<file path="config.mk">
export PLATFORM = sky130hd
export DESIGN_NAME = seq_divider_flat
export DESIGN_NICKNAME = d
export VERILOG_FILES = /design/src/rtl/seq_divider_pkg.sv /design/src/rtl/seq_divider_if.sv /design/src/rtl/seq_divider_sign_fix.sv /design/src/rtl/seq_divider.sv /design/src/flat_wrapper.sv
export SDC_FILE = /design/constraint.sdc
export NUM_CORES = 1
export LEC_CHECK = 0
export ABC_AREA = 1
export BUFFER_PORTS_ARGS = -buffer_cell sky130_fd_sc_hd__buf_4
export CORE_MARGIN = 1
export CORE_UTILIZATION = 40
export CTS_BUF_LIST = sky130_fd_sc_hd__clkbuf_4 sky130_fd_sc_hd__clkbuf_8
export CTS_CLUSTER_SIZE = 10
export DETAILED_ROUTE_END_ITERATION = 7
export PLACE_DENSITY = 0.58
export REMOVE_ABC_BUFFERS = 1
export SYNTH_ARGS = -nofsm -noshare
export SYNTH_HDL_FRONTEND = slang
export SYNTH_SLANG_ARGS = --single-unit
</file>
<file path="constraint.sdc">
create_clock -name clk -period 7.6 [get_ports clk]
set_input_delay 1.52 -clock clk [delete_from_list [all_inputs] [get_ports clk]]
set_output_delay 1.52 -clock clk [all_outputs]
set_load 0.01 [all_outputs]
</file>
<file path="src/rtl/seq_divider_pkg.sv">
// div_pkg -- shared definitions for the seq_divider slice.
//   DEFAULT_WIDTH : default operand/quotient/remainder width
//   div_state_e   : divider control states (IDLE, BUSY, DONE)
package div_pkg;

    localparam int DEFAULT_WIDTH = 16;

    typedef enum logic [1:0] {
        IDLE = 2'd0,
        BUSY = 2'd1,
        DONE = 2'd2
    } div_state_e;

endpackage

</file>
<file path="src/rtl/seq_divider_if.sv">
// seq_divider_if -- request/result bundle of the sequential divider.
//   start, flush, sign_mode, a, b : requester -> divider
//   busy, done, q, r, dz          : divider -> requester
// Modports: master (requester side), slave (divider side).
interface seq_divider_if
    import div_pkg::*;
#(
    parameter int WIDTH = DEFAULT_WIDTH
);

    logic             start;
    logic             flush;
    logic             sign_mode;
    logic [WIDTH-1:0] a;
    logic [WIDTH-1:0] b;
    logic             busy;
    logic             done;
    logic [WIDTH-1:0] q;
    logic [WIDTH-1:0] r;
    logic             dz;

    modport master (
        output start, flush, sign_mode, a, b,
        input  busy, done, q, r, dz
    );

    modport slave (
        input  start, flush, sign_mode, a, b,
        output busy, done, q, r, dz
    );

endinterface

</file>
<file path="src/rtl/seq_divider_sign_fix.sv">
// div_sign_fix -- two's-complement adaption around the unsigned divider core.
//   sign_mode, a, b : raw request operands
//   a_mag, b_mag    : operand magnitudes fed to the core
//   neg_q_d/neg_r_d : result sign flags to latch with the operands
//   neg_q/neg_r     : latched sign flags
//   q_in/r_in       : unsigned core results; q_out/r_out : signed results
// Only instantiated when SEQ_DIVIDER_SIGNED_EN is defined.
module div_sign_fix
    import div_pkg::*;
#(
    parameter int WIDTH = DEFAULT_WIDTH
) (
    input  logic             sign_mode,
    input  logic [WIDTH-1:0] a,
    input  logic [WIDTH-1:0] b,
    output logic [WIDTH-1:0] a_mag,
    output logic [WIDTH-1:0] b_mag,
    output logic             neg_q_d,
    output logic             neg_r_d,
    input  logic             neg_q,
    input  logic             neg_r,
    input  logic [WIDTH-1:0] q_in,
    input  logic [WIDTH-1:0] r_in,
    output logic [WIDTH-1:0] q_out,
    output logic [WIDTH-1:0] r_out
);

    logic a_neg;
    logic b_neg;

    // The most-negative value maps to itself under negation, which reads
    // correctly as its unsigned magnitude.
    assign a_neg   = sign_mode & a[WIDTH-1];
    assign b_neg   = sign_mode & b[WIDTH-1];
    assign a_mag   = a_neg ? -a : a;
    assign b_mag   = b_neg ? -b : b;
    assign neg_q_d = a_neg ^ b_neg;
    assign neg_r_d = a_neg;
    assign q_out   = neg_q ? -q_in : q_in;
    assign r_out   = neg_r ? -r_in : r_in;

endmodule

</file>
<file path="src/rtl/seq_divider.sv">
// seq_divider -- restoring shift-subtract divider, one quotient bit per cycle.
//   clk : clock, rising edge
//   rst : asynchronous active-high reset
//   bus : seq_divider_if.slave (start/flush/sign_mode/a/b in,
//         busy/done/q/r/dz out)
// Optional macro SEQ_DIVIDER_SIGNED_EN adds signed operation (sign_mode=1).
module seq_divider
    import div_pkg::*;
#(
    parameter int WIDTH = DEFAULT_WIDTH
) (
    input  logic         clk,
    input  logic         rst,
    seq_divider_if.slave bus
);

    localparam int            CW   = $clog2(WIDTH + 1);
    localparam logic [CW-1:0] LAST = CW'(WIDTH);

    div_state_e       state_q, state_d;
    logic [WIDTH:0]   rem_q;
    logic [WIDTH-1:0] quo_q;
    logic [WIDTH-1:0] dvs_q;
    logic [CW-1:0]    cnt_q;
    logic             zero_q;
    logic             neg_q_q, neg_r_q;
    logic [WIDTH-1:0] q_q, r_q;
    logic             dz_q;

    logic             accept, finish;
    logic [WIDTH-1:0] a_mag, b_mag;
    logic             neg_q_d, neg_r_d;
    logic [WIDTH-1:0] r_core, q_fix, r_fix;
    logic [WIDTH+1:0] trial, diff;

    assign accept = (state_q != BUSY) && bus.start && !bus.flush;
    // A zero divisor skips the iterations and completes one edge after accept.
    assign finish = (state_q == BUSY) && !bus.flush && (zero_q || cnt_q == LAST);

    // quo_q still holds the untouched dividend magnitude when dividing by zero.
    assign r_core = zero_q ? quo_q : rem_q[WIDTH-1:0];

    assign trial = {rem_q, quo_q[WIDTH-1]};
    assign diff  = trial - {2'b00, dvs_q};

`ifdef SEQ_DIVIDER_SIGNED_EN
    div_sign_fix #(.WIDTH(WIDTH)) u_sign_fix (
        .sign_mode (bus.sign_mode),
        .a         (bus.a),
        .b         (bus.b),
        .a_mag     (a_mag),
        .b_mag     (b_mag),
        .neg_q_d   (neg_q_d),
        .neg_r_d   (neg_r_d),
        .neg_q     (neg_q_q),
        .neg_r     (neg_r_q),
        .q_in      (quo_q),
        .r_in      (r_core),
        .q_out     (q_fix),
        .r_out     (r_fix)
    );
`else
    logic [2:0] unused_sign;

    assign a_mag       = bus.a;
    assign b_mag       = bus.b;
    assign neg_q_d     = 1'b0;
    assign neg_r_d     = 1'b0;
    assign q_fix       = quo_q;
    assign r_fix       = r_core;
    assign unused_sign = {bus.sign_mode, neg_q_q, neg_r_q};
`endif

    always_ff @(posedge clk or posedge rst) begin
        if (rst) begin
            state_q <= IDLE;
        end else begin
            state_q <= state_d;
        end
    end

    always_comb begin
        state_d = state_q;
        unique case (state_q)
            IDLE, DONE: state_d = accept ? BUSY : IDLE;
            BUSY:       if (finish) state_d = DONE;
            default:    state_d = IDLE;
        endcase
        if (bus.flush) begin
            state_d = IDLE;
        end
    end

    always_ff @(posedge clk or posedge rst) begin
        if (rst) begin
            rem_q   <= '0;
            quo_q   <= '0;
            dvs_q   <= '0;
            cnt_q   <= '0;
            zero_q  <= 1'b0;
            neg_q_q <= 1'b0;
            neg_r_q <= 1'b0;
            q_q     <= '0;
            r_q     <= '0;
            dz_q    <= 1'b0;
        end else if (accept) begin
            rem_q   <= '0;
            quo_q   <= a_mag;
            dvs_q   <= b_mag;
            cnt_q   <= '0;
            zero_q  <= (b_mag == '0);
            neg_q_q <= neg_q_d;
            neg_r_q <= neg_r_d;
        end else if (state_q == BUSY && !bus.flush) begin
            if (finish) begin
                q_q  <= zero_q ? '1 : q_fix;
                r_q  <= r_fix;
                dz_q <= zero_q;
            end else begin
                rem_q <= diff[WIDTH+1] ? trial[WIDTH:0] : diff[WIDTH:0];
                quo_q <= {quo_q[WIDTH-2:0], ~diff[WIDTH+1]};
                cnt_q <= cnt_q + CW'(1);
            end
        end
    end

    assign bus.busy = (state_q == BUSY);
    assign bus.done = (state_q == DONE);
    assign bus.q    = q_q;
    assign bus.r    = r_q;
    assign bus.dz   = dz_q;

endmodule

</file>
<file path="src/flat_wrapper.sv">
// flat-port wrapper written by rule: the top's interface ports become plain ports
module seq_divider_flat import div_pkg::*;
#(
    parameter int WIDTH = DEFAULT_WIDTH
)
  (clk, rst, bus_start, bus_flush, bus_sign_mode, bus_a, bus_b, bus_busy, bus_done, bus_q, bus_r, bus_dz);
  seq_divider_if #(.WIDTH(WIDTH)) bus_i ();
  input  logic clk;
  input  logic rst;
  input wire logic [$bits(bus_i.start)-1:0] bus_start;
  input wire logic [$bits(bus_i.flush)-1:0] bus_flush;
  input wire logic [$bits(bus_i.sign_mode)-1:0] bus_sign_mode;
  input wire logic [$bits(bus_i.a)-1:0] bus_a;
  input wire logic [$bits(bus_i.b)-1:0] bus_b;
  output wire logic [$bits(bus_i.busy)-1:0] bus_busy;
  output wire logic [$bits(bus_i.done)-1:0] bus_done;
  output wire logic [$bits(bus_i.q)-1:0] bus_q;
  output wire logic [$bits(bus_i.r)-1:0] bus_r;
  output wire logic [$bits(bus_i.dz)-1:0] bus_dz;
  assign bus_i.start = bus_start;
  assign bus_i.flush = bus_flush;
  assign bus_i.sign_mode = bus_sign_mode;
  assign bus_i.a = bus_a;
  assign bus_i.b = bus_b;
  assign bus_busy = bus_i.busy;
  assign bus_done = bus_i.done;
  assign bus_q = bus_i.q;
  assign bus_r = bus_i.r;
  assign bus_dz = bus_i.dz;
  seq_divider #(.WIDTH(WIDTH)) u_core (.clk(clk), .rst(rst), .bus(bus_i));
endmodule
</file>
; Word-level counts from Yosys, hierarchy flattened
; Index checks and enable logic that the tools add are counted.
[word_totals]
register_bits = 90
output_inout_bits = 35
inputBits = 37
elab_cells = 47
[op_classes]
muxes = 16
n_bitwise = 2
eq_ne = 6
reduce_logical = 12
add_sub_neg = 2
[ops]
columns = cell, count
row1 = $mux 16, 5
row2 = $mux 17, 4
row3 = $sub 18x16->18, 1
row4 = $logic_not 16->1, 1
row5 = $mux 5, 3
row6 = $add 5x1->5 const B, 1
row7 = $eq 5x5->1 const B, 1
row8 = $logic_and 1x1->1, 4
row9 = $mux 2, 2
row10 = $ne 2x1->1 const B, 2
row11 = $pmux 2 s2, 1
row12 = $ne 3x2->1 const B, 1
row13 = $reduce_and 3->1, 1
row14 = $eq 2x1->1 const B, 1
row15 = $eq 2x2->1 const B, 1
row16 = $logic_not 2->1, 1
row17 = $not 1->1, 2
row18 = $reduce_and 2->1, 1
row19 = $reduce_bool 2->1, 1
row20 = $reduce_or 2->1, 1
row21 = $logic_not 1->1, 1
row22 = $logic_or 1x1->1, 1
row23 = $mux 1, 1

; Logic depth before layout (Yosys ltp)
[logic_depth]
ltp_word = 6
ltp_mapped = 16

; Least setup slack after synthesis
; No wires, ideal clock.
[synth_timing]
path_kind = input -> register
from = input bus_flush
to = register u_core.quo_q[5] (netlist: u_core.q_fix[5])
required_time_ns = 7.467
arrival_ns = 2.491
slack_ns = 4.976
setup_ns = 0.133
cell_stages = 7
n_path_buf = 1
cell_sequence = inv_1 nand2_1 nor2_1 inv_1 clkbuf_1 o22ai_1 a21oi_1
[synth_between]
elab_chain_len = 5
[synth_lines]
columns = element, line_no
row1 = "start, declared", flat_wrapper.sv:11  ; input wire logic [$bits(bus_i.flush)-1:0] bus_flush;
row2 = $logic_not 1->1 *, "seq_divider.sv:36, seq_divider.sv:38, seq_divider.sv:114"
row3 = $logic_and 1x1->1, "seq_divider.sv:38, seq_divider.sv:114"
row4 = $logic_and 1x1->1, seq_divider.sv:38  ; assign finish = (state_q == BUSY) && !bus.flush && (zero_q || cnt_q == LAST);
row5 = $ne 2x1->1 (no source line), -
row6 = $reduce_and 2->1 (no source line), -
row7 = "end signal, assigned", seq_divider.sv:108  ; quo_q <= a_mag;
row8 = "end signal, assigned", seq_divider.sv:121  ; quo_q <= {quo_q[WIDTH-2:0], ~diff[WIDTH+1]};
row9 = "end, declared", seq_divider.sv:22  ; logic [WIDTH-1:0] quo_q;
; Every way passes the cells marked *; elsewhere a longest branch is shown, timed or not.
; A chain may end at the register's enable or synchronous reset.

; Worst setup path in the final report
[layout_timing]
from = input bus_flush
to = register u_core.cnt_q[4]
[layout_between]
elab_chain_len = 5
[layout_lines]
columns = element, line_no
row1 = $logic_not 1->1 *, "seq_divider.sv:36, seq_divider.sv:38, seq_divider.sv:114"
row2 = $logic_and 1x1->1, "seq_divider.sv:38, seq_divider.sv:114"
row3 = $logic_and 1x1->1, seq_divider.sv:38
row4 = $ne 2x1->1 (no source line), -
row5 = $reduce_and 2->1 (no source line), -
row6 = "end signal, assigned", seq_divider.sv:122  ; cnt_q <= cnt_q + CW'(1);
row7 = "end, declared", seq_divider.sv:24  ; logic [CW-1:0] cnt_q;
; Marked as above.

==> results.sh <==
export IMPL_detail_route_antenna_nets=0
export IMPL_cts_resized_gates=0
export IMPL_ctsHoldBuffers=0
export IMPL_synth_seq_area_share=0.423
export IMPL_crit_top_cell="nand2_1"
export IMPL_clockRootBuffer="clkbuf_8"
export IMPL_fin_setup_tns_ps=0
export IMPL_grt_max_degree=66
export IMPL_min_delay_start="u_core.dvs_q[0]$_DFFE_PP0P_"
export IMPL_crit_family="simple AND/OR/NAND/NOR gates"
export IMPL_die_w_um=117
export IMPL_min_period_ps=2970
export IMPL_cts_tree="yes"
export IMPL_ys_types=40
export IMPL_worst_path_max_delay_cell="inv_6"
export IMPL_via_count=4454
export IMPL_layout_common_cells="nand2_1 (171), inv_1 (105), dfrtp_1 (90), buf_4 (74), nor2_1 (52)"
export IMPL_fin_crit_sh=0.391
export IMPL_core_um2=12800
export IMPL_synth_xor_area_share=0.0131
export IMPL_final_setup_skew_ps=8.92
export IMPL_io_buffers=70
export IMPL_tightest_slew_ps=802
export IMPL_maxSlewHeadroom=0.466
export IMPL_synth_area_mux_share=0
export IMPL_cp_start_kind="input port"
export IMPL_die_area_um2=13800
export IMPL_critical_path_cell_chain="buf_4 -> inv_1 -> nand2_2 -> inv_2 -> nand3_4 -> inv_6 -> nor2_2 -> buf_4 -> nor3_2 -> nand2_1 -> nand2_1 -> nand2_1 -> nor2_1"
export IMPL_overflow=0
export IMPL_r2r_cells=10
export IMPL_antenna_cells=0
export IMPL_whs_path_depth=2
export IMPL_timing_rr_start="u_core.zero_q$_DFFE_PP0P_"
export IMPL_drive_above_1_share=0.201
export IMPL_nets=794
export IMPL_critPathCaptureType="register"
export IMPL_postCtsSetupRepairBufs=0
export IMPL_synthCells=679
export IMPL_antenna_found_initial=0
export IMPL_peakVddDrop_v=0.000119
export IMPL_routed_wl_mm=13.1
export IMPL_rsz0062_at_grt="false"
export IMPL_worstPathRequired_ps=7900
export IMPL_avgRoutedWirePerCell_um=14.3
export IMPL_die_h_um=117
export IMPL_cap_violations=0
export IMPL_yosysWarnings=0
export IMPL_cts_sinks=90
export IMPL_p_leak_uw=0.00316
export IMPL_path_clk_slew_ps=80
export IMPL_fill_cells=1299
export IMPL_setup_violations=0
export IMPL_crit_buf_inv=5
export IMPL_clock_latency_ps=370
export IMPL_synth_area_um2=5330
export IMPL_dr_pass1_iters=4
export IMPL_hold_viol_final=0
export IMPL_rows=41
export IMPL_status="finished, final reports clean"
export IMPL_multi_input_area_um2=2490
export IMPL_cp_arrival_ps=3270
export IMPL_synth_seq_cells=90
export IMPL_h_tree_depth=3
export IMPL_holdWs_ps=503
export IMPL_regArea_um2=2250
export IMPL_drc_errors=0
export IMPL_synth_simple_area_share=0.299
export IMPL_worstSetupPathType="input port to register"
export IMPL_dpl_hpwl_mm=9.62
export IMPL_gp_congestion=0.868
export IMPL_syn2layout_area_growth_pct=15.4
export IMPL_cp_depth=13
export IMPL_synth_top_family_by_area="simple AND/OR/NAND/NOR gates"
export IMPL_yosys_area_share_adder=0.0460
export IMPL_grt_pass1_vias=4403
export IMPL_synth_compound_area_frac=0.108
export IMPL_max_stage_delay_ps=310
export IMPL_vias_per_cell=4.87
export IMPL_hold_end="u_core.dvs_q[0]$_DFFE_PP0P_"
export IMPL_rrSetupSlack_ps=4750
export IMPL_layout_commonest_cell="nand2_1"
export IMPL_critPathMaxFanout=35
export IMPL_num_io_pins=72
export IMPL_cts_max_path_buffers=2
export IMPL_pwr_density_cell_nw_per_um2=396
export IMPL_r2r_end="u_core.cnt_q[4]$_DFFE_PP0P_"
export IMPL_drt_iter0_markers=213
export IMPL_grt_util_all_layers=0.202
export IMPL_cts_buffers_inserted=9
export IMPL_start_util=0.416
export IMPL_fmax_mhz=337
export IMPL_final_max_slew_viol_count=0
export IMPL_postSynthAreaPerCell_um2=7.85
export IMPL_hp_class="register to register"
export IMPL_grt_pass1_wl_mm=22.0
-- where the power goes --
part,internal [uW],switching (uW),total (uW),leakage (uW)
Clock,192,170,362,0.000110
Sequential,656,135,791,0.00108
Combinational,500,782,1280,0.00197
Total,1350,1090,2440,0.00316
-- flip-flops by register name (all words and copies together) (netlist names), 2 cells and up --
register / flops
u_core.rem_q: 17
u_core.bus.q: 16
u_core.bus.r: 16
u_core.dvs_q: 16
u_core.q_fix: 16
u_core.cnt_q: 5
u_core.state_q: 2
-- layout make-up --
| type | instances | share of cell area |
|---|---|---|
| Tap cell | 172 | 0.0350 |
| Sequential cell | 90 | 0.366 |
| Timing Repair Buffer | 74 | 0.0903 |
| Inverter | 109 | 0.0675 |
| Clock inverter | 4 | 0.0126 |
| Clock buffer | 11 | 0.0226 |
| Multi-Input combinational cell | 454 | 0.406 |
-- layer usage --
metal | routed length, um | up-vias | share of wire | track usage
met5 | 0 | - | 0 | 0
met4 | 166 | 0 | 0.013 | 0.0617
met3 | 555 | 9 | 0.042 | 0.0389
met2 | 5990 | 85 | 0.46 | 0.327
met1 | 6400 | 2077 | 0.49 | 0.273
li1 | - | 2283 | - | -
-- logic make-up (layout without fill, tap and decap cells) --
kind of cell | count (synthesis) | in the layout
XOR/XNOR | 8 | 8
AO/OA/AOI/OAI | 99 | 99
buffers and inverters | 135 | 198
adder cells (fa/ha/maj) | 19 | 19
AND/OR/NAND/NOR | 328 | 328
flip-flops | 90 | 90
-- tightest hold or removal path, stage by stage, from the launching register on --
cell and delay [ps]:
dfrtp_1 370, nand2_1 60, nand2_1 50
-- how the worst max path moves through the flow --
stage               from                          end  slack [ps]
6_report       bus_flush  u_core.cnt_q[4]$_DFFE_PP0P_        4630
2_1_floorplan  bus_flush  u_core.bus.q[0]$_DFFE_PP0P_        3230
5_1_grt        bus_flush  u_core.cnt_q[4]$_DFFE_PP0P_        4380
3_3_place_gp   bus_flush  u_core.cnt_q[4]$_DFFE_PP0P_        4250
3_5_place_dp   bus_flush  u_core.cnt_q[4]$_DFFE_PP0P_        4190
4_1_cts        bus_flush  u_core.cnt_q[4]$_DFFE_PP0P_        4600
-- per-stage QoR --
step / cells / worst slack (ps) / cell area, um^2 / total power (uW) / utilization
2_1_floorplan: 653 / 3230 / 5150 / 1690 / -
4_1_cts: 914 / 4600 / 6150 / 2460 / 0.480
3_3_place_gp: 899 / 4250 / 5930 / 2080 / 0.463
5_1_grt: 914 / 4380 / 6150 / 2670 / 0.480
3_5_place_dp: 899 / 4190 / 5930 / 2100 / 0.463
6_report: 914 / 4630 / 6150 / 2440 / 0.480
-- cell usage after synthesis --
| cell | number | area (um^2) |
|---|---|---|
| inv_1 | 106 | 398 |
| nand2_1 | 171 | 642 |
| xnor2_1 | 1 | 8.76 |
| nand4_1 | 5 | 31.3 |
| o21bai_1 | 1 | 7.51 |
| nor3_1 | 1 | 5.00 |
| a21oi_4 | 1 | 16.3 |
| inv_6 | 1 | 8.76 |
| nor4_1 | 4 | 25.0 |
| nor2_4 | 1 | 11.3 |
| nor3b_1 | 1 | 7.51 |
| buf_12 | 1 | 20.0 |
| o22ai_1 | 14 | 87.6 |
| and2_1 | 4 | 25.0 |
| nand2_4 | 4 | 45.0 |
| a31oi_1 | 32 | 200 |
| nor3_4 | 1 | 16.3 |
| buf_2 | 7 | 35.0 |
| o21ai_0 | 24 | 120 |
| fa_1 | 1 | 20.0 |
| nor3_2 | 1 | 10.0 |
| nor2_1 | 54 | 203 |
| clkbuf_8 | 4 | 55.1 |
| buf_1 | 1 | 3.75 |
| nand3b_1 | 1 | 7.51 |
| nand2_2 | 21 | 131 |
| and2_4 | 1 | 8.76 |
| o211ai_2 | 1 | 12.5 |
| nand3_4 | 3 | 52.6 |
| nor2_2 | 1 | 6.26 |
| inv_2 | 2 | 7.51 |
| dfrtp_1 | 90 | 2250 |
| a21oi_1 | 25 | 125 |
| nand3_2 | 19 | 190 |
| nand3_1 | 35 | 175 |
| buf_6 | 2 | 22.5 |
| xor2_1 | 7 | 61.3 |
| ha_1 | 18 | 225 |
| a211oi_1 | 1 | 7.51 |
| clkbuf_1 | 11 | 41.3 |
Note: power is estimated with default switching activity, not from simulation.
